### src/rtl/mips_pkg.sv
// Shared MIPS pipeline definitions: opcodes, ALU operation
// classes and the WB/MEM/EX control bundle latched by ID/EX.
package mips_pkg;

    localparam logic [5:0] OP_RTYPE = 6'b000000;
    localparam logic [5:0] OP_LW    = 6'b100011;
    localparam logic [5:0] OP_SW    = 6'b101011;
    localparam logic [5:0] OP_BEQ   = 6'b000100;
    localparam logic [5:0] OP_ADDI  = 6'b001000;

    localparam logic [1:0] ALUOP_ADD   = 2'b00;
    localparam logic [1:0] ALUOP_SUB   = 2'b01;
    localparam logic [1:0] ALUOP_FUNCT = 2'b10;

    typedef struct packed {
        logic       regWrite;
        logic       memToReg;
        logic       branch;
        logic       memRead;
        logic       memWrite;
        logic       regDest;
        logic       aluSrc;
        logic [1:0] aluOp;
    } ctrl_t;

    localparam ctrl_t CTRL_NONE = '0;

endpackage

### src/rtl/register_file.sv
// 32x32 register file: two combinational read ports with
// write-through, one write port, asynchronous clear.
// Ports: clock_i, reset_i, raddr1_i/raddr2_i -> rdata1_o/rdata2_o,
//        we_i, waddr_i, wdata_i (write port).
module register_file (
    input  logic        clock_i,
    input  logic        reset_i,
    input  logic [4:0]  raddr1_i,
    input  logic [4:0]  raddr2_i,
    input  logic        we_i,
    input  logic [4:0]  waddr_i,
    input  logic [31:0] wdata_i,
    output logic [31:0] rdata1_o,
    output logic [31:0] rdata2_o
);

    logic [31:0] regs_q [32];
    logic        wr_en;

    // r0 is hard-wired; writes during reset are dropped.
    assign wr_en = we_i && (waddr_i != 5'd0) && !reset_i;

    always_ff @(posedge clock_i or posedge reset_i) begin
        if (reset_i) begin
            for (int i = 0; i < 32; i++) begin
                regs_q[i] <= '0;
            end
        end else if (wr_en) begin
            regs_q[waddr_i] <= wdata_i;
        end
    end

    // Bypass the in-flight write so WB and ID can share a cycle.
    always_comb begin
        rdata1_o = '0;
        if (raddr1_i != 5'd0) begin
            if (wr_en && (waddr_i == raddr1_i)) begin
                rdata1_o = wdata_i;
            end else begin
                rdata1_o = regs_q[raddr1_i];
            end
        end
    end

    always_comb begin
        rdata2_o = '0;
        if (raddr2_i != 5'd0) begin
            if (wr_en && (waddr_i == raddr2_i)) begin
                rdata2_o = wdata_i;
            end else begin
                rdata2_o = regs_q[raddr2_i];
            end
        end
    end

endmodule

### src/rtl/id_stage.sv
// MIPS instruction-decode stage: register file, control decode,
// sign extension and load-use hazard detection.
// Ports: clock/reset; instruction, pcPlus4 from IF/ID; wb* write-back
//        port; exMemRead/exRt from ID/EX; operands, fields, control
//        bundle, pcWrite/ifIdWrite stall controls, illegalInstr.
module id_stage
    import mips_pkg::*;
(
    input  logic        clock,
    input  logic        reset,
    input  logic [31:0] instruction,
    input  logic [31:0] pcPlus4,
    input  logic        wbRegWrite,
    input  logic [4:0]  wbWriteReg,
    input  logic [31:0] wbWriteData,
    input  logic        exMemRead,
    input  logic [4:0]  exRt,
    output logic [31:0] readData1,
    output logic [31:0] readData2,
    output logic [31:0] signExtendWire,
    output logic [4:0]  rs,
    output logic [4:0]  rt,
    output logic [4:0]  rd,
    output logic [31:0] outPcPlus4,
    output logic        regWrite,
    output logic        memToReg,
    output logic        branch,
    output logic        memRead,
    output logic        memWrite,
    output logic        regDest,
    output logic        aluSrc,
    output logic [1:0]  aluOp,
    output logic        pcWrite,
    output logic        ifIdWrite,
    output logic        illegalInstr
);

    logic [5:0] opcode;
    ctrl_t      ctrl_dec;
    ctrl_t      ctrl_out;
    logic       uses_rt;
    logic       illegal_dec;
    logic       stall;

    assign opcode         = instruction[31:26];
    assign rs             = instruction[25:21];
    assign rt             = instruction[20:16];
    assign rd             = instruction[15:11];
    assign signExtendWire = {{16{instruction[15]}}, instruction[15:0]};
    assign outPcPlus4     = pcPlus4;

    register_file u_rf (
        .clock_i  (clock),
        .reset_i  (reset),
        .raddr1_i (rs),
        .raddr2_i (rt),
        .we_i     (wbRegWrite),
        .waddr_i  (wbWriteReg),
        .wdata_i  (wbWriteData),
        .rdata1_o (readData1),
        .rdata2_o (readData2)
    );

    always_comb begin
        ctrl_dec    = CTRL_NONE;
        uses_rt     = 1'b0;
        illegal_dec = 1'b0;
        unique case (1'b1)
            (opcode == OP_RTYPE): begin
                ctrl_dec.regDest  = 1'b1;
                ctrl_dec.regWrite = 1'b1;
                ctrl_dec.aluOp    = ALUOP_FUNCT;
                uses_rt           = 1'b1;
            end
            (opcode == OP_LW): begin
                ctrl_dec.aluSrc   = 1'b1;
                ctrl_dec.memToReg = 1'b1;
                ctrl_dec.regWrite = 1'b1;
                ctrl_dec.memRead  = 1'b1;
                ctrl_dec.aluOp    = ALUOP_ADD;
            end
            (opcode == OP_SW): begin
                ctrl_dec.aluSrc   = 1'b1;
                ctrl_dec.memWrite = 1'b1;
                ctrl_dec.aluOp    = ALUOP_ADD;
                uses_rt           = 1'b1;
            end
            (opcode == OP_BEQ): begin
                ctrl_dec.branch = 1'b1;
                ctrl_dec.aluOp  = ALUOP_SUB;
                uses_rt         = 1'b1;
            end
            (opcode == OP_ADDI): begin
                ctrl_dec.aluSrc   = 1'b1;
                ctrl_dec.regWrite = 1'b1;
                ctrl_dec.aluOp    = ALUOP_ADD;
            end
            default: begin
                illegal_dec = 1'b1;
            end
        endcase
    end

    // rt only matters for a load-use hit when this instruction
    // actually reads it (lw/addi overwrite rt instead).
    assign stall = !reset && exMemRead && (exRt != 5'd0) &&
                   ((exRt == rs) || (uses_rt && (exRt == rt)));

    // A stalled instruction enters ID/EX as a bubble.
    assign ctrl_out     = (reset || stall) ? CTRL_NONE : ctrl_dec;
    assign pcWrite      = !stall;
    assign ifIdWrite    = !stall;
    assign illegalInstr = illegal_dec && !reset;

    assign regWrite = ctrl_out.regWrite;
    assign memToReg = ctrl_out.memToReg;
    assign branch   = ctrl_out.branch;
    assign memRead  = ctrl_out.memRead;
    assign memWrite = ctrl_out.memWrite;
    assign regDest  = ctrl_out.regDest;
    assign aluSrc   = ctrl_out.aluSrc;
    assign aluOp    = ctrl_out.aluOp;

endmodule

### config.mk
export PLATFORM = sky130hd
export DESIGN_NAME = id_stage
export DESIGN_NICKNAME = d
export VERILOG_FILES = /design/src/rtl/mips_pkg.sv /design/src/rtl/register_file.sv /design/src/rtl/id_stage.sv
export SDC_FILE = /design/constraint.sdc
export NUM_CORES = 2
export LEC_CHECK = 0
export CORE_ASPECT_RATIO = 2
export CORE_MARGIN = 4
export CORE_UTILIZATION = 30
export CTS_CLUSTER_DIAMETER = 100
export DETAILED_ROUTE_END_ITERATION = 8
export GPL_ROUTABILITY_DRIVEN = 1
export PLACE_DENSITY = 0.53
export SYNTH_ARGS = -nofsm -noshare
export SYNTH_HDL_FRONTEND = slang
export SYNTH_SLANG_ARGS = --single-unit
### constraint.sdc
create_clock -name clock -period 93.4 [get_ports clock]
set_clock_uncertainty 0.2 [all_clocks]
set_input_delay 18.68 -clock clock [delete_from_list [all_inputs] [get_ports clock]]
set_output_delay 18.68 -clock clock [all_outputs]
set_load 0.01 [all_outputs]
==> run metrics <==
outcome completed; syn_nets between 3k and 4k; root buffer cell clkbuf_16; final setup fails 0; worst slew pin tran roughly 1200 ps; reg-to-reg slack, setup 92370 ps; MaxCap Viol Count 0; top_reg_cell synth dfrtp_1; I/O Pins roughly 270; row count between 200 and 250; worst hold path class flip-flop to flip-flop; Port Buf Inserts between 100 and 150; nets between 3k and 4k; # Post-CTS Setup Buffers 0; Starting Density 30.2%; CP Cell Sequence buf_8, buf_12, buf_4, buf_4, mux4_2, mux2_2, a21oi_1, o221ai_1, o311a_1, clkdlybuf4s50_1; final hold viol count 0; Setup TNS 0 ps; Worst path most repeated cell buf_4; first-pass GRT wire length ~300000 microns; syn avg cell area between 10 and 15 sq um; Routed Antenna Nets 0; Post-Route WL ~210000 microns; DRT Pass-1 Iters 7; filler cell count roughly 18k; crit path kind input pin to output pin; Via density ~5.8; Area growth syn-to-layout 10.8%; starting DRC count in detailed routing around 2.6k; Async SR Flop Fraction 100%; register area share after synthesis a little under half; Core Area 186000 sq um; vias in the first global route 38.8k; HPWL after DPL about 130000 microns; GRT Util Overall between 20% and 30%; die area 195000 sq um; Mapped Area ~56000 sq um; H-tree Lvls 3; Layout Cells excl Fill 6259; grt total ovfl 0; CP Max Fanout 100; clk buf depth 3; fin crit period 42760 ps; hold_buf cts 0; #FFs+latches synth slightly above 1k; CTS tree yes; CP endpoint kind output pin; Post-synth EDFFs 0; cells after synthesis roughly 3.9k; Die Wd approximately 310 microns; Slowest cell on crit path buf_4; flip-flop count of the largest register after layout around 1k; CTS buffer count 94; Final Max Slew Viols 0; CP Data Arrival Time between 20000 and 25000 ps; Startpoint Class input pin; GPL Wtd Cong 0.813; Netlist cell types 51; Ys Warns 0; largest net degree at the start of global routing between 150 and 200; wire length per cell about 34 microns; Slew headroom 19.7%; Clk Latency, worst-skew pair ~690 ps; DRC Markers 0; initial antenna violation count 7; Achievable Freq about 23 MHz; CP max stage delay 780 ps; PD cells between 15 and 20 nW/um^2; Worst VDD drop 0.0130 mV; leakage power 26.7 nW; CTS sink count a little over 1k; Biggest register u_rf.regs_q; Placed Cells incl. Taps between 6k and 7k; RSZ-0062 raised after global routing false; Critical Path RT 74520 ps; Die Ht between 600 and 700 microns; post-CTS resize count 0; Period Utilization, post-route between 40% and 50%; layout cells sized above 1 49.2%; Worst-path clk slew roughly 60 ps; via count around 36k; top flop regs u_rf.regs_q: 1024 flops
-- report_power, final --
group / switching (mW) / internal [mW]
Combinational: 0.101 / 0.120
Sequential: 0.0424 / 0.501
Clock: 0.181 / 0.218
Total: 0.324 / 0.838
-- kinds of logic (layout without fill, tap and decap cells) --
| group | after synthesis | count (layout) | synth area share [%] |
|---|---|---|---|
| AOI/OAI and AO/OA | 391 | 391 | 5.62 |
| xor gates and xnor gates | 20 | 20 | 0.311 |
| buffers and inverters | 534 | 428 | 4.98 |
| DFF | 1024 | 1024 | 45.5 |
| muxes | 1634 | 1634 | 41.4 |
| other | 0 | 7 | 0 |
| and+or+nand+nor | 269 | 269 | 2.24 |
-- stage by stage --
stage	utilization, %	area (sq um)	total power, mW	setup slack, ps	hold slack [ps]
5_1_grt	33.5	62400	1.21	50290	210
2_1_floorplan	-	56300	0.701	31490	241
3_5_place_dp	31.9	59400	0.773	50520	184
4_1_cts	33.5	62400	1.17	50510	198
3_3_place_gp	31.9	59400	0.766	50540	176
6_report	33.5	62400	1.16	50640	196
-- synthesized netlist by cell type (all sizes together), types with 2 or more instances --
master / n / area, sq um
nor3: 46 / 235
a22o: 31 / 272
o211ai: 32 / 240
a221oi: 32 / 405
clkbuf: 237 / 890
inv: 3 / 11.3
o311a: 31 / 310
nor4: 3 / 25.0
a22oi: 31 / 233
nand2: 30 / 113
o22ai: 64 / 400
o21ai: 4 / 20.0
nor3b: 5 / 37.5
nand3b: 6 / 45.0
buf: 294 / 1910
nor2: 124 / 465
mux2: 1090 / 12300
a21oi: 34 / 174
mux4: 447 / 10100
xnor2: 7 / 61.3
nand3: 6 / 30.0
dfrtp: 1024 / 25600
a211oi: 32 / 240
a211o: 32 / 280
xor2: 13 / 114
o221ai: 63 / 552
and3: 2 / 12.5
mux2i: 97 / 971
or2: 3 / 18.8
nand2b: 5 / 31.3
nor2b: 34 / 213
-- worst paths after layout --
kind | start | to | depth (start not counted)
max | instruction[21] | readData1[11] | 10
min | u_rf.regs_q[1020] | u_rf.regs_q[1020] | 0
max reg2reg | u_rf.regs_q[987] | u_rf.regs_q[987] | 1
min reg2reg | u_rf.regs_q[1020] | u_rf.regs_q[1020] | 0
max in group asynchronous | reset | u_rf.regs_q[332] | 7
min in group asynchronous | reset | u_rf.regs_q[475] | 3
-- per-layer routing --
layer	GRT usage, %	part of all wire, %	wire length (microns)	up-vias
met5	0	0.0061	13	-
met3	2.83	5.1	10700	501
met1	25.1	38	79600	19900
met4	11.5	6.2	13200	2
met2	38.1	51	108000	1213
li1	-	-	-	14500
-- cell usage in the layout (no fill, tap or decap), types with 7 or more instances in the layout --
cell / n
nand2_1: 11
o211ai_1: 32
o22ai_1: 64
nand2_2: 18
buf_4: 115
a221oi_2: 20
a22o_1: 31
clkbuf_8: 22
o221ai_1: 63
clkdlybuf4s50_1: 136
dfrtp_1: 1024
a21oi_1: 33
mux2i_1: 97
nor3_1: 45
nor2b_1: 33
xor2_1: 13
a211o_1: 32
clkinv_2: 10
diode_2: 7
buf_12: 8
mux2_2: 1066
clkbuf_1: 22
a211oi_1: 32
nor2_4: 18
clkbuf_16: 95
nor2_1: 106
o311a_1: 31
xnor2_1: 7
mux4_2: 447
a221oi_1: 12
mux2_1: 24
a22oi_1: 31
-- critical path: cells and delay by family --
family / cells / cell delay, ps
mux: 2 / 880
buf+inv: 5 / 3250
compound gates: 3 / 660
-- layout make-up --
class	count	area, sq um	area share [%]
clock inverters	21	265	0.425
repair buffers	265	2460	3.94
clock buffers	139	2760	4.43
flip-flops and latches	1024	25600	41.1
inverters	3	18.8	0.0301
well taps	2486	3110	4.98
diodes	7	17.5	0.0281
multi-input cells	2314	28200	45.1
Power figures use the tool's default switching activity.
